--- config.mk ---
export PLATFORM = sky130hd
export DESIGN_NAME = bus_timer_irq_flat
export DESIGN_NICKNAME = d
export VERILOG_FILES = /design/src/rtl/bus_timer_irq_if.sv /design/src/rtl/bus_timer_irq.sv /design/src/flat_wrapper.sv
export SDC_FILE = /design/constraint.sdc
export NUM_CORES = 1
export LEC_CHECK = 0
export ABC_AREA = 1
export BUFFER_PORTS_ARGS = -buffer_cell sky130_fd_sc_hd__buf_2
export CAP_MARGIN = 20
export CORE_MARGIN = 5
export CORE_UTILIZATION = 55
export DETAILED_ROUTE_END_ITERATION = 8
export PLACE_DENSITY = 0.76
export SYNTH_ARGS = -nofsm -noshare
export SYNTH_HDL_FRONTEND = slang
export SYNTH_SLANG_ARGS = --single-unit
--- constraint.sdc ---
create_clock -name clk -period 4.05 [get_ports clk]
set_input_delay 0.81 -clock clk [delete_from_list [all_inputs] [get_ports clk]]
set_output_delay 0.81 -clock clk [all_outputs]
set_load 0.02 [all_outputs]
--- src/rtl/bus_timer_irq_if.sv ---
// CPU-side bus bundle for the timer: address/data/strobes in, read data and chip select out.
interface bus_timer_irq_if;
  logic [15:0] address;
  logic [7:0]  data_i;
  logic        write;
  logic        ready;
  logic [7:0]  data_o;
  logic        cs;

  modport master (output address, data_i, write, ready, input data_o, cs);
  modport slave  (input address, data_i, write, ready, output data_o, cs);
endinterface

--- src/rtl/bus_timer_irq.sv ---
// Memory-mapped 16-bit interval timer with a soft I/O port, driving the CPU irq/nmi lines.
module bus_timer_irq #(
  parameter logic [15:0] BASE_ADDR = 16'hbff8,
  parameter int unsigned PRESCALE  = 1
) (
  input  logic             clk,
  input  logic             reset_n,
  bus_timer_irq_if.slave   bus,
  output logic             irq,
  output logic             nmi
);

  localparam logic [7:0] PS_MAX = 8'(PRESCALE - 1);

  logic [7:0]  tlo, thi, port_reg, presc;
  logic [15:0] cnt;
  logic        en, cont, ie, nsel, tf;
  logic [2:0]  off;
  logic        commit, wr_tlo, wr_thi, wr_ctrl, wr_stat, wr_port;
  logic        tick, underflow;

  assign bus.cs  = (bus.address[15:3] == BASE_ADDR[15:3]);
  assign off     = bus.address[2:0];
  assign commit  = bus.cs & bus.write & bus.ready;
  assign wr_tlo  = commit && (off == 3'd0);
  assign wr_thi  = commit && (off == 3'd1);
  assign wr_ctrl = commit && (off == 3'd2);
  assign wr_stat = commit && (off == 3'd3);
  assign wr_port = commit && (off == 3'd6);

  // A THI load on a tick edge swallows that tick, including any underflow.
  assign tick      = en && (presc == PS_MAX);
  assign underflow = tick && (cnt == '0) && !wr_thi;

  always_ff @(posedge clk or negedge reset_n) begin
    if (!reset_n) begin
      presc <= '0;
    end else if (wr_thi || !en || tick) begin
      presc <= '0;
    end else begin
      presc <= presc + 8'd1;
    end
  end

  always_ff @(posedge clk or negedge reset_n) begin
    if (!reset_n) begin
      cnt <= '0;
    end else if (wr_thi) begin
      cnt <= {bus.data_i, tlo};
    end else if (tick) begin
      if (cnt != '0) cnt <= cnt - 16'd1;
      else if (cont) cnt <= {thi, tlo};
    end
  end

  always_ff @(posedge clk or negedge reset_n) begin
    if (!reset_n) begin
      tlo      <= '0;
      thi      <= '0;
      port_reg <= '0;
      en       <= 1'b0;
      cont     <= 1'b0;
      ie       <= 1'b0;
      nsel     <= 1'b0;
    end else begin
      if (wr_tlo)  tlo      <= bus.data_i;
      if (wr_port) port_reg <= bus.data_i;
      if (wr_thi) begin
        thi <= bus.data_i;
        en  <= 1'b1;
      end else if (wr_ctrl) begin
        en   <= bus.data_i[0];
        cont <= bus.data_i[1];
        ie   <= bus.data_i[2];
        nsel <= bus.data_i[3];
      end else if (underflow && !cont) begin
        en <= 1'b0;
      end
    end
  end

  // Setting the flag takes priority over a software clear on the same edge.
  always_ff @(posedge clk or negedge reset_n) begin
    if (!reset_n) begin
      tf <= 1'b0;
    end else if (underflow) begin
      tf <= 1'b1;
    end else if (wr_stat && bus.data_i[0]) begin
      tf <= 1'b0;
    end
  end

  always_comb begin
    bus.data_o = '0;
    if (bus.cs) begin
      unique case (off)
        3'd0:    bus.data_o = tlo;
        3'd1:    bus.data_o = thi;
        3'd2:    bus.data_o = {4'b0000, nsel, ie, cont, en};
        3'd3:    bus.data_o = {7'b0000000, tf};
        3'd4:    bus.data_o = cnt[7:0];
        3'd5:    bus.data_o = cnt[15:8];
        3'd6:    bus.data_o = port_reg;
        default: bus.data_o = '0;
      endcase
    end
  end

  assign irq = port_reg[0] | (tf & ie & ~nsel);
  assign nmi = port_reg[1] | (tf & ie & nsel);

endmodule

--- src/flat_wrapper.sv ---
// flat-port wrapper written by rule: the top's interface ports become plain ports
module bus_timer_irq_flat 
#(
  parameter logic [15:0] BASE_ADDR = 16'hbff8,
  parameter int unsigned PRESCALE  = 1
)
  (clk, reset_n, irq, nmi, bus_address, bus_data_i, bus_write, bus_ready, bus_data_o, bus_cs);
  bus_timer_irq_if bus_i ();
  input  logic clk;
  input  logic reset_n;
  output logic irq;
  output logic nmi;
  input wire logic [$bits(bus_i.address)-1:0] bus_address;
  input wire logic [$bits(bus_i.data_i)-1:0] bus_data_i;
  input wire logic [$bits(bus_i.write)-1:0] bus_write;
  input wire logic [$bits(bus_i.ready)-1:0] bus_ready;
  output wire logic [$bits(bus_i.data_o)-1:0] bus_data_o;
  output wire logic [$bits(bus_i.cs)-1:0] bus_cs;
  assign bus_i.address = bus_address;
  assign bus_i.data_i = bus_data_i;
  assign bus_i.write = bus_write;
  assign bus_i.ready = bus_ready;
  assign bus_data_o = bus_i.data_o;
  assign bus_cs = bus_i.cs;
  bus_timer_irq #(.BASE_ADDR(BASE_ADDR), .PRESCALE(PRESCALE)) u_core (.clk(clk), .reset_n(reset_n), .bus(bus_i), .irq(irq), .nmi(nmi));
endmodule
# Word level (Yosys, flattened, before mapping)
# Cells that the tools add are included.
[classes]
n_eq_ne = 7
n_bitwise = 9
n_reduce_logical = 25
n_mux = 12
n_addsub = 2
[op_table]
columns = ["operator", "n"]
rows = [
  ["$mux 16", 4],
  ["$pmux 8 s7", 1],
  ["$logic_not 16->1", 1],
  ["$mux 8", 2],
  ["$reduce_bool 16->1", 1],
  ["$sub 16x1->16 const B", 1],
  ["$eq 13x13->1 const B", 1],
  ["$logic_and 1x1->1", 10],
  ["$eq 3x3->1 const B", 3],
  ["$add 8x1->8 const B", 1],
  ["$logic_not 8->1", 1],
  ["$eq 3x2->1 const B", 2],
  ["$reduce_bool 3->1", 2],
  ["$and 1x1->1", 5],
  ["$mux 1", 5],
  ["$reduce_and 2->1", 2],
  ["$reduce_bool 2->1", 2],
  ["$eq 3x1->1 const B", 1],
  ["$logic_not 1->1", 3],
  ["$logic_not 3->1", 1],
  ["$logic_or 1x1->1", 2],
  ["$not 1->1", 2],
  ["$or 1x1->1", 2],
]
[totals]
wordCells = 65
output_inout_bits = 11
reg_bits = 53

# Logic depth before layout (Yosys ltp)
# Gate-level depths: netlist of run 1.
[logic_depth]
word_depth = 10
ltp_mapped = 13
ltp_nobuf = 13

# Worst setup path before layout of run 1
# OpenSTA, ideal clock, no wires.
[synth_path]
kind = "in2out"
start = "in bus_address[10]"
end = "out bus_data_o[0]"
arrival_ps = 1909
n_path_buf = 0
cell_stages = 6
setup_slack_ps = 1331
required_ps = 3240
cell_sequence = "nand2_1 > nor2_1 > nand2_1 > nor2_4 > o31ai_1 > a41oi_1"
[synth_via]
elab_chain_cells = 2
[synth_lines]
columns = ["element", "line", "source"]
rows = [
  ["from (decl)", "flat_wrapper.sv:13", "input wire logic [$bits(bus_i.address)-1:0] bus_address;"],
  ["$eq 13x13->1", "bus_timer_irq.sv:22", "assign bus.cs = (bus.address[15:3] == BASE_ADDR[15:3]);"],
  ["net bus_cs", "flat_wrapper.sv:18", "output wire logic [$bits(bus_i.cs)-1:0] bus_cs;"],
  ["$mux 8", "bus_timer_irq.sv:95", "if (bus.cs) begin"],
  ["to (decl)", "flat_wrapper.sv:17", "output wire logic [$bits(bus_i.data_o)-1:0] bus_data_o;"],
]
# The timed path passes the listed nets, and every way through them passes these cells.

# Final worst setup path of run 1
[layout_path]
start = "in bus_address[1]"
end = "out bus_data_o[7]"
[layout_via]
elab_chain_cells = 3
elab_cells_between_ends = 9
classes_between = "eq/ne (6); mux (2); reduce/logical (1)"
[layout_lines]
columns = ["element", "line", "source"]
rows = [
  ["$eq 3x3->1, or another cell as far along", "bus_timer_irq.sv:96", "unique case (off)"],
  ["$pmux 8 s7 *", "bus_timer_irq.sv:96", ""],
  ["$mux 8 *", "bus_timer_irq.sv:95", ""],
]
# Every way passes the cells marked *; elsewhere a longest branch is shown, timed or not.

==> impl_metrics.tcl, run 1 <==
set metrics [dict create \
    diodes 0 \
    dieArea_um2 7830 \
    grt_pass1_vias 3079 \
    areaGrowthSynthToFinish_pct 9.82 \
    core_um2 5960 \
    root_buffer "clkbuf_8" \
    top_register "u_core.cnt" \
    num_rows 28 \
    max_slew.worst_pin.slew_ps 990 \
    synth.distinct_cells 36 \
    synth_nets 534 \
    max_cap_violations 0 \
    synthFlopType "dfrtp_1" \
    syn-cell-area_um2 3390 \
    synthArstFlopShare_pct 100 \
    cts_max_level 2 \
    drc 0 \
    synth-edff-count 0 \
    fin_skew_ps 10.3 \
    postCtsHoldBufs 0 \
    finalSetupTns_ps 0 \
    final_common_cell "nand2_1" \
    place.gp.congestion 0.921 \
    dp_cells 608 \
    cts_tree "yes" \
    avgSynthCellArea_um2 6.75 \
    cts_buffers 5 \
    synth-simple-area-share_pct 38.2 \
    finalCriticalPeriod_ps 3010 \
    viasPerCell 5.58 \
    slew_violations 0 \
    cp-end-kind "primary output" \
    post_cts_resized 0 \
    worstPathMaxFanout 8 \
    ys_warn_count 0 \
    critPathBufInv 3 \
    cts_max_path_buffers 2 \
    fp.dieW_um 88.5 \
    dieHeight_um 88.5 \
    grt-ovfl-total 0 \
    boundaryPins 39 \
    synth_top_family_by_area "simple AND/OR/NAND/NOR gates" \
    dpl.hpwl_um 7170 \
    yosysSeqAreaShare_pct 39.1 \
    insertion_delay_ps 310 \
    first_iter_violations 267 \
    cp-start-kind "input pin" \
    fmax_mhz 332 \
    critical-path-top-delay-family "compound AO/OA/AOI/OAI gates" \
    min_path_type "reg -> reg" \
    rsz0062_at_grt "no" \
    antenna_found_initial 0 \
    drive_gt1_share_pct 12.4 \
    worst_path_max_delay_cell "o31ai_1" \
    netlist_instances 502 \
    crit_path_frequent_cell "buf_2" \
    cts_sinks 53 \
    drtAntennaViolNets 0 \
    vdd_drop_max_v 0.000175 \
    power_leakage_uw 0.00193 \
    largest_register_ffs 16 \
    synth_xor_xnor_area_share_pct 1.29 \
    clk_pin_slew_ps 90 \
    cp_data_arrival_time_ps 2200 \
    io_buffers 38 \
    nets 572 \
    final_cell_count_no_fill 615 \
    outcome "finished, final reports clean" \
    muxShareOfSynthArea_pct 0 \
    num_vias 3430 \
    regToRegSetupSlack_ps 1870 \
    criticalPathCategory "in -> out" \
    postCtsSetupBuffers 0 \
    period_share_pct 74.3 \
    synthAdderAreaFrac_pct 1.48 \
    grt_util_all_layers_pct 25.2 \
    required_ps 3240 \
    crit_chain "buf_2 -> inv_1 -> o31ai_1 -> a31oi_1 -> buf_2" \
    routedWlPerCell_um 14.8 \
    max_stage_delay_ps 840 \
    final_cell_mix "nand2_1, nor2_1, inv_1" \
    finalWirelength_um 9120 \
    setup_viol 0 \
    maxSlewHeadroom_pct 33.5 \
    powerDensity_nw_per_um2 243 \
    initial_utilization_pct 56.9 \
    grt_max_degree 32 \
    ys_ff_latch 53 \
    drt_pass1_iterations 5 \
    synth_compound_area_share_pct 11.7 \
    grt_pass1_wl_um 15200 \
    hold_viol 0 \
]
cells by family after synthesis:
group | after synthesis
simple gates | 298
compound gates | 73
buf+inv | 69
flops | 53
xor+xnor | 5
fa+ha+maj | 4
worst register-to-register path, cell delays in order (launching register included):
cell and delay [ps]:
dfrtp_1 460, inv_1 140, ha_1 220, nand3_1 90, nor2_1 120, nand3_2 270, clkinv_2 180, nand3_4 130
nand2_4 150, inv_2 150, nand3_1 110, nand2_1 60
area by class of cell:
cell class	count	area (um2)
Fill cell	562	2230
Multi-Input combinational cell	380	1790
Sequential cell	53	1330
Inverter	61	230
Timing Repair Buffer	39	198
Tap cell	75	93.8
Clock buffer	7	86.3
per-layer routing:
layer / wire length [um] / vias up / track usage (%)
li1: - / 1684 / -
met1: 4240 / 1587 / 37.3
met2: 4000 / 137 / 36.6
met3: 641 / 22 / 5.87
met4: 236 / 0 / 8.24
met5: 0 / - / 0
per-stage QoR:
step	area [um2]	worst slack (ps)	total power [uW]	hold WS, ps	utilization [%]
floorplan	3390	1330	567	453	-
global placement	3630	1070	603	472	61.0
detailed placement	3630	1070	604	479	61.0
CTS	3720	1060	903	501	62.5
global route	3720	940	933	536	62.5
finish	3720	1040	904	501	62.5
Yosys cell counts (4+ instances only):
cell type  count  area share [%]
a21oi_1       16             2.4
dfrtp_1       53              39
ha_1           4             1.5
inv_1         55             6.1
inv_2          4            0.44
nand2_1      160              18
nand3_1       33             4.9
nand4_1        7             1.3
nor2_1        71             7.9
nor2_2         6             1.1
nor3_1         8             1.2
o21ai_0       42             6.2
xor2_1         5             1.3
final timing paths:
| check | depth (start not counted) | from | end |
|---|---|---|---|
| max | 5 | bus_address[1] | bus_data_o[7] |
| min | 2 | u_core.port_reg[0]$_DFFE_PN0P_ | u_core.port_reg[0]$_DFFE_PN0P_ |
| max reg2reg | 11 | u_core.cnt[0]$_DFFE_PN0P_ | u_core.cnt[7]$_DFFE_PN0P_ |
| min reg2reg | 2 | u_core.port_reg[0]$_DFFE_PN0P_ | u_core.port_reg[0]$_DFFE_PN0P_ |
| max in group asynchronous | 2 | reset_n | u_core.port_reg[3]$_DFFE_PN0P_ |
| min in group asynchronous | 1 | reset_n | u_core.presc[0]$_DFF_PN0_ |
where the power goes:
| part | switching (uW) | internal, uW | total [uW] |
|---|---|---|---|
| Sequential | 1.97 | 530 | 532 |
| Clock | 174 | 136 | 311 |
| Combinational | 42.1 | 19.3 | 61.5 |
| Total | 218 | 685 | 904 |
No activity file was read; power rests on OpenSTA's default activity.
==> run 2: changes to the inputs <==
==> constraint.sdc (replaced) <==
create_clock -name clk -period 2.9 [get_ports clk]
set_input_delay 0.58 -clock clk [delete_from_list [all_inputs] [get_ports clk]]
set_output_delay 0.58 -clock clk [all_outputs]
set_load 0.02 [all_outputs]
==> run 2 against run 1 <==
- total power increased by 37%
- highest routed layer unchanged
- design area rose by 0.13%
- setup slack worse by 740 ps
- combinational power rose by 41%
- sequential cell count is the same
- largest cell class unchanged
==> impl_metrics.tcl, run 2 (synthesis gave the netlist of run 1 again) <==
set metrics [dict create \
    min_path_type "in -> async" \
    setup_viol 0 \
    top_register "u_core.cnt" \
    cts_max_level 2 \
    final-seq-area_um2 1330 \
    clk_pin_slew_ps 90 \
    power_leakage_uw 0.00193 \
    first_iter_violations 275 \
    cts_buffers 5 \
    root_buffer "clkbuf_8" \
    worstPathMaxFanout 8 \
    dp_cells 609 \
    areaGrowthSynthToFinish_pct 9.97 \
    maxSlewHeadroom_pct 28.9 \
    dpl.hpwl_um 7300 \
    nets 573 \
    initial_utilization_pct 56.9 \
    cp-end-kind "primary output" \
    place.gp.congestion 0.975 \
    routedWlPerCell_um 15.1 \
    diodes 0 \
    rsz0062_at_grt "no" \
    cts_tree "yes" \
    fmax_mhz 385 \
    core_um2 5960 \
    postCtsHoldBufs 0 \
    fp.dieW_um 88.5 \
    viasPerCell 5.58 \
    powerDensity_nw_per_um2 333 \
    outcome "finished, final reports clean" \
    drtAntennaViolNets 0 \
    largest_register_ffs 16 \
    max_cap_violations 0 \
    n_fill_cell 572 \
    dieArea_um2 7830 \
    multi_input_area_um2 1790 \
    hold_viol 0 \
    period_share_pct 89.5 \
    grt_pass1_vias 3260 \
    num_vias 3440 \
    finalSetupTns_ps 0 \
    grt-ovfl-total 0 \
    required_ps 2320 \
    grt_max_degree 33 \
    final_cell_count_no_fill 617 \
    grt_pass1_wl_um 15600 \
    insertion_delay_ps 310 \
    boundaryPins 39 \
    io_buffers 38 \
    final_common_cell "nand2_1" \
    slew_violations 0 \
    dieHeight_um 88.5 \
    fin_skew_ps 5.78 \
    final_cell_mix "nand2_1, nor2_1, inv_1" \
    vdd_drop_max_v 0.000214 \
    num_rows 28 \
    antenna_found_initial 0 \
    finalWirelength_um 9340 \
    drt_pass1_iterations 5 \
    postCtsSetupBuffers 0 \
    cts_max_path_buffers 2 \
    cts_sinks 53 \
    drive_gt1_share_pct 12.5 \
    max_slew.worst_pin.slew_ps 1060 \
    grt_util_all_layers_pct 25.8 \
    cp_data_arrival_time_ps 2020 \
    finalCriticalPeriod_ps 2600 \
    criticalPathCategory "in -> out" \
    post_cts_resized 0 \
    drc 0 \
    cp-start-kind "input pin" \
]
[run 2: cell types whose count changed in the layout (fill, tap and decap cells not counted)]
cell and delta:
buf_4 +1, clkbuf_1 +1, clkbuf_8 -1, clkinvlp_4 +1
[run 2: worst max-delay path, cell delays in order]
cell and delay (ps):
buf_2 160, inv_1 80, o31ai_1 890, a21oi_1 100
buf_2 210
[run 2: routing by layer]
| metal | global-route usage, % | vias to the layer above | share of wire [%] |
|---|---|---|---|
| li1 | - | 1683 | - |
| met1 | 38.0 | 1606 | 46 |
| met2 | 38.7 | 132 | 44 |
| met3 | 4.56 | 19 | 7.4 |
| met4 | 8.10 | 0 | 2.2 |
| met5 | 0 | - | 0 |
[run 2: final timing paths]
| kind | start | endpoint | slack, ps | cells past startpoint |
|---|---|---|---|---|
| setup / recovery | bus_address[1] | bus_data_o[3] | 300 | 5 |
| hold / removal | reset_n | u_core.tlo[7]$_DFFE_PN0P_ | 220 | 1 |
| setup reg to reg | u_core.cnt[0]$_DFFE_PN0P_ | u_core.cnt[5]$_DFFE_PN0P_ | 690 | 11 |
| hold reg to reg | u_core.port_reg[3]$_DFFE_PN0P_ | u_core.port_reg[3]$_DFFE_PN0P_ | 500 | 2 |
| max in group asynchronous | reset_n | u_core.cnt[12]$_DFFE_PN0P_ | 1880 | 2 |
| min in group clk | u_core.port_reg[3]$_DFFE_PN0P_ | u_core.port_reg[3]$_DFFE_PN0P_ | 500 | 2 |
[run 2: cell type report]
type / count / share of cell area [%]
Clock buffer: 7 / 2.05
Inverter: 61 / 6.18
Clock inverter: 1 / 0.201
Timing Repair Buffer: 40 / 5.51
Multi-Input combinational cell: 380 / 48.0
Sequential cell: 53 / 35.6
Tap cell: 75 / 2.52
[run 2: power breakdown]
part	switching [uW]	total, uW	internal (uW)
combinational	58.9	86.5	27.6
clock	241	413	172
sequential	2.89	743	740
[run 2: metrics by stage]
step | hold slack, ps | area (um2) | worst slack [ps] | power, uW | util (%)
finish | 224 | 3730 | 304 | 1240 | 62.6
global route | 241 | 3730 | 181 | 1300 | 62.6
CTS | 237 | 3730 | 327 | 1250 | 62.6
detailed placement | 475 | 3640 | 336 | 844 | 61.2
global placement | 472 | 3640 | 374 | 843 | 61.2
floorplan | 284 | 3390 | 641 | 792 | -
